### config.mk
export PLATFORM = sky130hd
export DESIGN_NAME = instruction_fetch_queue
export DESIGN_NICKNAME = d
export VERILOG_FILES = /design/src/rtl/instruction_fetch_queue.sv
export SDC_FILE = /design/constraint.sdc
export NUM_CORES = 1
export LEC_CHECK = 0
export CAP_MARGIN = 5
export CORE_ASPECT_RATIO = 2
export CORE_MARGIN = 2
export CORE_UTILIZATION = 30
export CTS_CLUSTER_DIAMETER = 200
export DETAILED_ROUTE_END_ITERATION = 10
export HOLD_SLACK_MARGIN = 0.08
export PLACE_DENSITY = 0.56
export SYNTH_ARGS = -nofsm -noshare
export SYNTH_HDL_FRONTEND = slang
export SYNTH_SLANG_ARGS = --single-unit
### constraint.sdc
create_clock -name clk -period 3.8 [get_ports clk]
set_input_delay 0.57 -clock clk [delete_from_list [all_inputs] [get_ports clk]]
set_output_delay 0.57 -clock clk [all_outputs]
set_load 0.03 [all_outputs]
### src/rtl/instruction_fetch_queue.sv
// Instruction fetch queue: issues sequential fetch requests, buffers the
// in-order responses in a small FIFO and presents the head instruction
// together with its address + 4. A taken branch flushes the FIFO, redirects
// fetching and discards every response still in flight from the old path.
// Optional macro IF_PERF_CNT_EN adds pop / flush event counters.
module instruction_fetch_queue #(
  parameter int              ADDR_W   = 32,
  parameter int              DATA_W   = 32,
  parameter int              QDEPTH   = 4,
  parameter logic [ADDR_W-1:0] RESET_PC = '0
) (
  input  logic              clk,
  input  logic              rst,
  input  logic              branch_taken,
  input  logic [ADDR_W-1:0] branch_address,
  input  logic              freeze,
  output logic              mem_req_valid,
  input  logic              mem_req_ready,
  output logic [ADDR_W-1:0] mem_req_addr,
  input  logic              mem_rsp_valid,
  input  logic [DATA_W-1:0] mem_rsp_data,
  output logic              instr_valid,
  output logic [DATA_W-1:0] instruction,
`ifdef IF_PERF_CNT_EN
  output logic [31:0]       fetch_count,
  output logic [15:0]       flush_count,
`endif
  output logic [ADDR_W-1:0] pc
);

  localparam int PW = $clog2(QDEPTH);
  localparam int CW = PW + 1;

  logic [ADDR_W-1:0] fetch_pc_q, fetch_pc_d;
  logic [ADDR_W-1:0] rsp_pc_q, rsp_pc_d;     // address of the next kept response
  logic [CW-1:0]     outstanding_q, outstanding_d;
  logic [CW-1:0]     discard_cnt_q, discard_cnt_d;
  logic [CW-1:0]     count_q, count_d;
  logic [PW-1:0]     rd_ptr_q, rd_ptr_d;
  logic [PW-1:0]     wr_ptr_q, wr_ptr_d;

  logic [DATA_W-1:0] data_mem [QDEPTH];
  logic [ADDR_W-1:0] pc_mem   [QDEPTH];

  logic [CW:0] occ_sum;
  logic        accept;
  logic        drop;
  logic        push;
  logic        pop;

  // Handshake decode: request gating, response keep/drop, head pop
  always_comb begin
    occ_sum       = {1'b0, count_q} + {1'b0, outstanding_q};
    mem_req_valid = (occ_sum < (CW+1)'(QDEPTH)) && !rst && !branch_taken;
    mem_req_addr  = fetch_pc_q;
    accept        = mem_req_valid && mem_req_ready;
    drop          = mem_rsp_valid && (discard_cnt_q != '0);
    push          = mem_rsp_valid && !drop && !branch_taken;
    instr_valid   = (count_q != '0);
    pop           = instr_valid && !freeze && !branch_taken;
    instruction   = instr_valid ? data_mem[rd_ptr_q] : '0;
    pc            = instr_valid ? pc_mem[rd_ptr_q]   : '0;
  end

  // Next-state: sequential fetch, in-flight tracking, flush on branch
  always_comb begin
    fetch_pc_d    = fetch_pc_q;
    rsp_pc_d      = rsp_pc_q;
    discard_cnt_d = discard_cnt_q;
    count_d       = count_q;
    rd_ptr_d      = rd_ptr_q;
    wr_ptr_d      = wr_ptr_q;
    outstanding_d = outstanding_q + CW'(accept) - CW'(mem_rsp_valid);
    if (accept) begin
      fetch_pc_d = fetch_pc_q + ADDR_W'(4);
    end
    if (branch_taken) begin
      // Anything still in flight belongs to the abandoned path.
      fetch_pc_d    = branch_address;
      rsp_pc_d      = branch_address;
      discard_cnt_d = outstanding_q - CW'(mem_rsp_valid);
      count_d       = '0;
      rd_ptr_d      = '0;
      wr_ptr_d      = '0;
    end else begin
      if (drop) begin
        discard_cnt_d = discard_cnt_q - CW'(1);
      end
      if (push) begin
        wr_ptr_d = wr_ptr_q + PW'(1);
        rsp_pc_d = rsp_pc_q + ADDR_W'(4);
      end
      if (pop) begin
        rd_ptr_d = rd_ptr_q + PW'(1);
      end
      count_d = count_q + CW'(push) - CW'(pop);
    end
  end

  // Control state registers
  always_ff @(posedge clk or posedge rst) begin
    if (rst) begin
      fetch_pc_q    <= RESET_PC;
      rsp_pc_q      <= RESET_PC;
      outstanding_q <= '0;
      discard_cnt_q <= '0;
      count_q       <= '0;
      rd_ptr_q      <= '0;
      wr_ptr_q      <= '0;
    end else begin
      fetch_pc_q    <= fetch_pc_d;
      rsp_pc_q      <= rsp_pc_d;
      outstanding_q <= outstanding_d;
      discard_cnt_q <= discard_cnt_d;
      count_q       <= count_d;
      rd_ptr_q      <= rd_ptr_d;
      wr_ptr_q      <= wr_ptr_d;
    end
  end

  // Queue storage; contents are only visible while the entry is occupied
  always_ff @(posedge clk) begin
    if (push) begin
      data_mem[wr_ptr_q] <= mem_rsp_data;
      pc_mem[wr_ptr_q]   <= rsp_pc_q + ADDR_W'(4);
    end
  end

`ifdef IF_PERF_CNT_EN
  logic [31:0] fetch_count_q, fetch_count_d;
  logic [15:0] flush_count_q, flush_count_d;

  // Event counters: instructions consumed and redirect cycles
  always_comb begin
    fetch_count_d = fetch_count_q + 32'(pop);
    flush_count_d = flush_count_q + 16'(branch_taken);
  end

  // Counter registers
  always_ff @(posedge clk or posedge rst) begin
    if (rst) begin
      fetch_count_q <= '0;
      flush_count_q <= '0;
    end else begin
      fetch_count_q <= fetch_count_d;
      flush_count_q <= flush_count_d;
    end
  end

  assign fetch_count = fetch_count_q;
  assign flush_count = flush_count_q;
`endif

endmodule

# Word-level counts from Yosys, hierarchy flattened
# Memory sizes are Yosys's and may differ from the RTL's.
# Cells that the tools add are included.
[totals] memories=2 regBits=77 mem_bits_rw=256 in_bits=70 out_inout_bits=98 word_cells=54
[op_classes] mux=15 add_sub_neg=11 n_reduce_logical=18 magnitude_cmp=1
[memory_table] memory="data_mem" words=4 word_bits=32 read_ports=1 rd_clocked_by_memory_dff=0 write_ports=1 line_no="42" rtl="logic [DATA_W-1:0] data_mem [QDEPTH];"
[memory_table] memory="pc_mem" words=4 word_bits=32 read_ports=1 rd_clocked_by_memory_dff=0 write_ports=1 line_no="43" rtl="logic [ADDR_W-1:0] pc_mem [QDEPTH];"
[op_table] cell="$mux W32" count=6
[op_table] cell="$add A32 B3 Y32 const B" count=2
[op_table] cell="$mux W3" count=3
[op_table] cell="$sub A3 B1 Y3" count=3
[op_table] cell="$logic_and A1 B1 Y1" count=8
[op_table] cell="$mux W2" count=4
[op_table] cell="$reduce_bool A2 Y1" count=4
[op_table] cell="$add A3 B1 Y3" count=2
[op_table] cell="$reduce_bool A3 Y1" count=2
[op_table] cell="$add A2 B1 Y2 const B" count=2
[op_table] cell="$add A3 B3 Y4" count=1
[op_table] cell="$logic_not A1 Y1" count=4
[op_table] cell="$lt A4 B3 Y1 const B" count=1
[op_table] cell="$sub A3 B1 Y3 const B" count=1
[op_table] cell="$mux W1" count=2

# Depth between registers and ports, before layout
[logic_depth] depth_word=8 mapped_depth=13 ltp_nobuf=12

# Least setup slack after synthesis
# OpenSTA, ideal clock, no wires.
[synth_timing] path_kind="register to register" startpoint="reg discard_cnt_q[0]" endpoint="mem data_mem[0][0] (enable)" slack_ps=562 path_stages_with_launch=7 setup_time_ps=429 arrival_ps=2810 path_buffers=1 synth_period_minus_slack_ps=3238 required_ps=3371 path_cell_list="dfrtp_1 -> inv_1 -> ha_1 -> nand3b_1 -> clkbuf_1 -> nor2_1 -> and2_1"
[synth_between] elab_chain_len=7
[synth_rtl] element="from (decl)" line_no="37" rtl="logic [CW-1:0] discard_cnt_q, discard_cnt_d;"
[synth_rtl] element="from (signal assigned)" line_no="114" rtl="discard_cnt_q <= discard_cnt_d;"
[synth_rtl] element="$reduce_bool A3 Y1" line_no="57" rtl="drop = mem_rsp_valid && (discard_cnt_q != '0);"
[synth_rtl] element="$logic_and A1 B1 Y1" line_no="57"
[synth_rtl] element="$logic_not A1 Y1" line_no="58" rtl="push = mem_rsp_valid && !drop && !branch_taken;"
[synth_rtl] element="$logic_and A1 B1 Y1 (2 in a row)" line_no="58"
[synth_rtl] element="$mux W1" line_no="123" rtl="if (push) begin"
[synth_rtl] element="$mux W1 (implied by the code)" line_no="124" rtl="data_mem[wr_ptr_q] <= mem_rsp_data;"
[synth_rtl] element="to (decl)" line_no="42"
# No other way between the ends.

# Final worst setup path
[layout_timing] startpoint="reg count_q[1]" endpoint="out pc[27]"
[layout_between] elab_chain_len=2
[layout_rtl] element="from (decl)" line_no="38" rtl="logic [CW-1:0] count_q, count_d;"
[layout_rtl] element="from (signal assigned)" line_no="115" rtl="count_q <= count_d;"
[layout_rtl] element="$reduce_bool A3 Y1" line_no="59" rtl="instr_valid = (count_q != '0);"
[layout_rtl] element="$mux W32" line_no="62" rtl="pc = instr_valid ? pc_mem[rd_ptr_q] : '0;"
[layout_rtl] element="to (decl)" line_no="28" rtl="output logic [ADDR_W-1:0] pc"
# No other way between the ends.

==> results.tsv <==
metric	value	unit
global-route wire length before repair	53.1	mm
non-filler instance count after layout	1787	
post-cts sizing count	0	
simple logic cell fraction of the synthesized area	12.1	%
commonest cells in the netlist	edfxtp_1 (256), dfrtp_1 (77), and2_1 (71), nand2_1 (65), mux4_2 (64)	
Nets	1213	
Final TNS setup	0	ns
outcome	finished, final reports clean	
pin slew with the least headroom to its limit	0.965	ns
Leak Pwr	6.06	nW
hold buffers post-CTS	0	
launching point of the worst reg2reg path	mem_req_addr[2]	
final wirelength	34.5	mm
post-synthesis xor/xnor area fraction	4.32	%
fmax	0.294	GHz
HP Start	branch_taken	
diode count	0	
slowest CP cell	clkdlybuf4s50_1	
CP top delay family	buffers and inverters	
initial antenna violation count	1	
post-DP HPWL	24.0	mm
Fin. Hold Viols	0	
hold slack	0.440	ns
Num CTS Buffers	30	
slew margin rel.	35.7	%
clock buffer depth	3	
Tot GR Track Use	13.6	%
cell taking the most area after synthesis	edfxtp_1	
clk_lat worst skew	0.57	ns
die area	50500	um2
largest cells by area after synthesis	edfxtp_1 (53%), dfrtp_1 (13%), mux4_2 (9.9%)	
io pins	168	
DP Area	17100	um2
fraction of layout instances using a drive strength above 1	14.4	%
number of synthesis warnings	0	
sequential area share after synthesis	65.9	%
Mean Syn Cell Area	15.2	um2
top-area cell type share of the netlist area	52.7	%
Area Growth Syn to Fin	23.8	%
IO buf count	167	
core area	48200	um2
Worst setup EP type	output pin	
IR drop worst, VDD	0.286	mV
fillcell total	4704	
drt wl/cell	19.3	um
Reg clk slew, reported paths	0.07	ns
Placed Cells	1731	
DRC viols	0	
DR vias/cell	4.75	
critical path arrival	2.83	ns
initial core utilization	30.3	%
PD cells	603	nW/um2
Die Width	160	um
TritonCTS clock tree	yes	
WP buf/inv	2	
largest net degree at the start of global routing	78	
Mapped Area	14600	um2
largest family of logic cells by synthesized area	simple AND/OR/NAND/NOR gates	
Routed Antenna Nets	0	
cells along the critical path	nor3_1 -> inv_2 -> and2_1 -> clkdlybuf4s50_1	
Distinct cells, synth	52	
hold path depth	2	
WS Path Type	reg2out	
MaxCap Viol Count	0	
multi-input logic area	4660	um2
delay of the slowest cell on the worst path	0.68	ns
count leader, synth	edfxtp_1	
Slew Viols, Final	0	
most common flop cell mapped by yosys	edfxtp_1	
period utilization	89.5	%
Worst Clk Skew	0.0186	ns
mux cell area share after synthesis	10.3	%
Req. time, crit path	3.23	ns
crit-path max FO	65	
Synth Net Count	1045	
Die H	316	um
number of global-route vias before repair	9097	
crit path launch type	flop	
FF/Latch Area	9620	um2
Worst Reg-to-Reg Cells	6	
Clock Tree Root	clkbuf_16	
R2R Path End	mem_req_addr[30]	
htree depth	1	
drt pass-1 iters	5	
Period minus WS final	3.40	ns
Congestion Overflow GR	0	
synthesized-area fraction occupied by adder cells	1.65	%
hold endpoint	rd_ptr_q[0]	
final setup fails	0	
r2r setup slk	1.16	ns
post-CTS setup buffer count	0	
count of state elements after synthesis	333	
via count	8497	
Syn Inst Count	957	
Post-synth ARST share	23.1	%
Hold Crit Class	in2reg	
Synth Area in Compound Gates	3.51	%
RSZ-0062 raised after global routing	no	
Iter 0 DRT Violations	423	
Placer Congestion	0.899	
post-route cell area	18100	um2
Post-synth EDFFs	256	
CTS sink count	333	
FP Rows	114	
where the power goes:
group	leakage (nW)	switching (mW)	internal (mW)	total (mW)
Combinational	2.36	1.94	1.56	3.51
Clock	0.461	1.33	1.64	2.97
Sequential	3.24	0.230	4.18	4.41
stage by stage:
step	utilization, %	setup WS [ns]	power [mW]
finish	37.4	0.401	10.9
global route	37.4	0.162	11.4
CTS	37.4	0.208	11.1
detailed placement	35.5	0.840	8.11
global placement	35.5	0.931	8.05
floorplan	-	0.562	6.69
area by class of cell:
class	count	share of cell area [%]
clock inverters	17	0.811
inverters	29	0.603
well taps	638	4.42
flip-flops and latches	333	53.3
repair buffers	186	10.6
clock buffers	39	4.46
multi-input cells	545	25.8
per-layer routing:
metal  part of all wire [%]  track usage, %  vias up
met5                      0               0        -
met2                     56            26.8      244
met3                    3.8            1.56       57
met1                     38            14.9     4251
li1                       -               -     3945
met4                    2.7            4.85        0
sequential cells by signal (all words and copies together) (netlist names):
| name | flops |
|---|---|
| count_q | 3 |
| data_mem | 128 |
| discard_cnt_q | 3 |
| mem_req_addr | 32 |
| outstanding_q | 3 |
| pc_mem | 128 |
| rd_ptr_q | 2 |
| rsp_pc_q | 32 |
| wr_ptr_q | 2 |
kinds of logic (layout without fill, tap and decap cells):
logic type,after synthesis,count (layout)
mux,70,70
simple gates,300,300
xor+xnor,72,72
flops,333,333
fa+ha+maj,18,18
buf+inv,79,271
compound gates,85,85
cell usage in the layout, fill, tap and decap left out, types with 8 or more instances in the layout:
cell	n
clkbuf_16	31
ha_1	16
nand3_1	43
xnor2_1	35
dfrtp_1	75
o21ai_0	29
edfxtp_1	256
mux4_2	64
clkbuf_1	8
and2_1	67
inv_1	25
a21oi_1	11
nor2_1	32
buf_12	8
clkdlybuf4s50_1	166
nand2_1	65
nand4_1	27
buf_4	11
o21ai_1	14
and3_1	8
xor2_1	37
nor3_1	9
o211ai_1	14
worst max-delay path by stage:
stage	startpoint	to	cells past startpoint	slack (ns)
2_1_floorplan	discard_cnt_q[0]	data_mem[0][0]	6	0.56
3_3_place_gp	rst	outstanding_q[2]	11	0.93
3_5_place_dp	count_q[1]	pc[27]	4	0.84
4_1_cts	count_q[1]	pc[27]	4	0.21
5_1_grt	count_q[1]	pc[27]	4	0.16
6_report	count_q[1]	pc[27]	4	0.40
(Power assumes the default switching activity.)
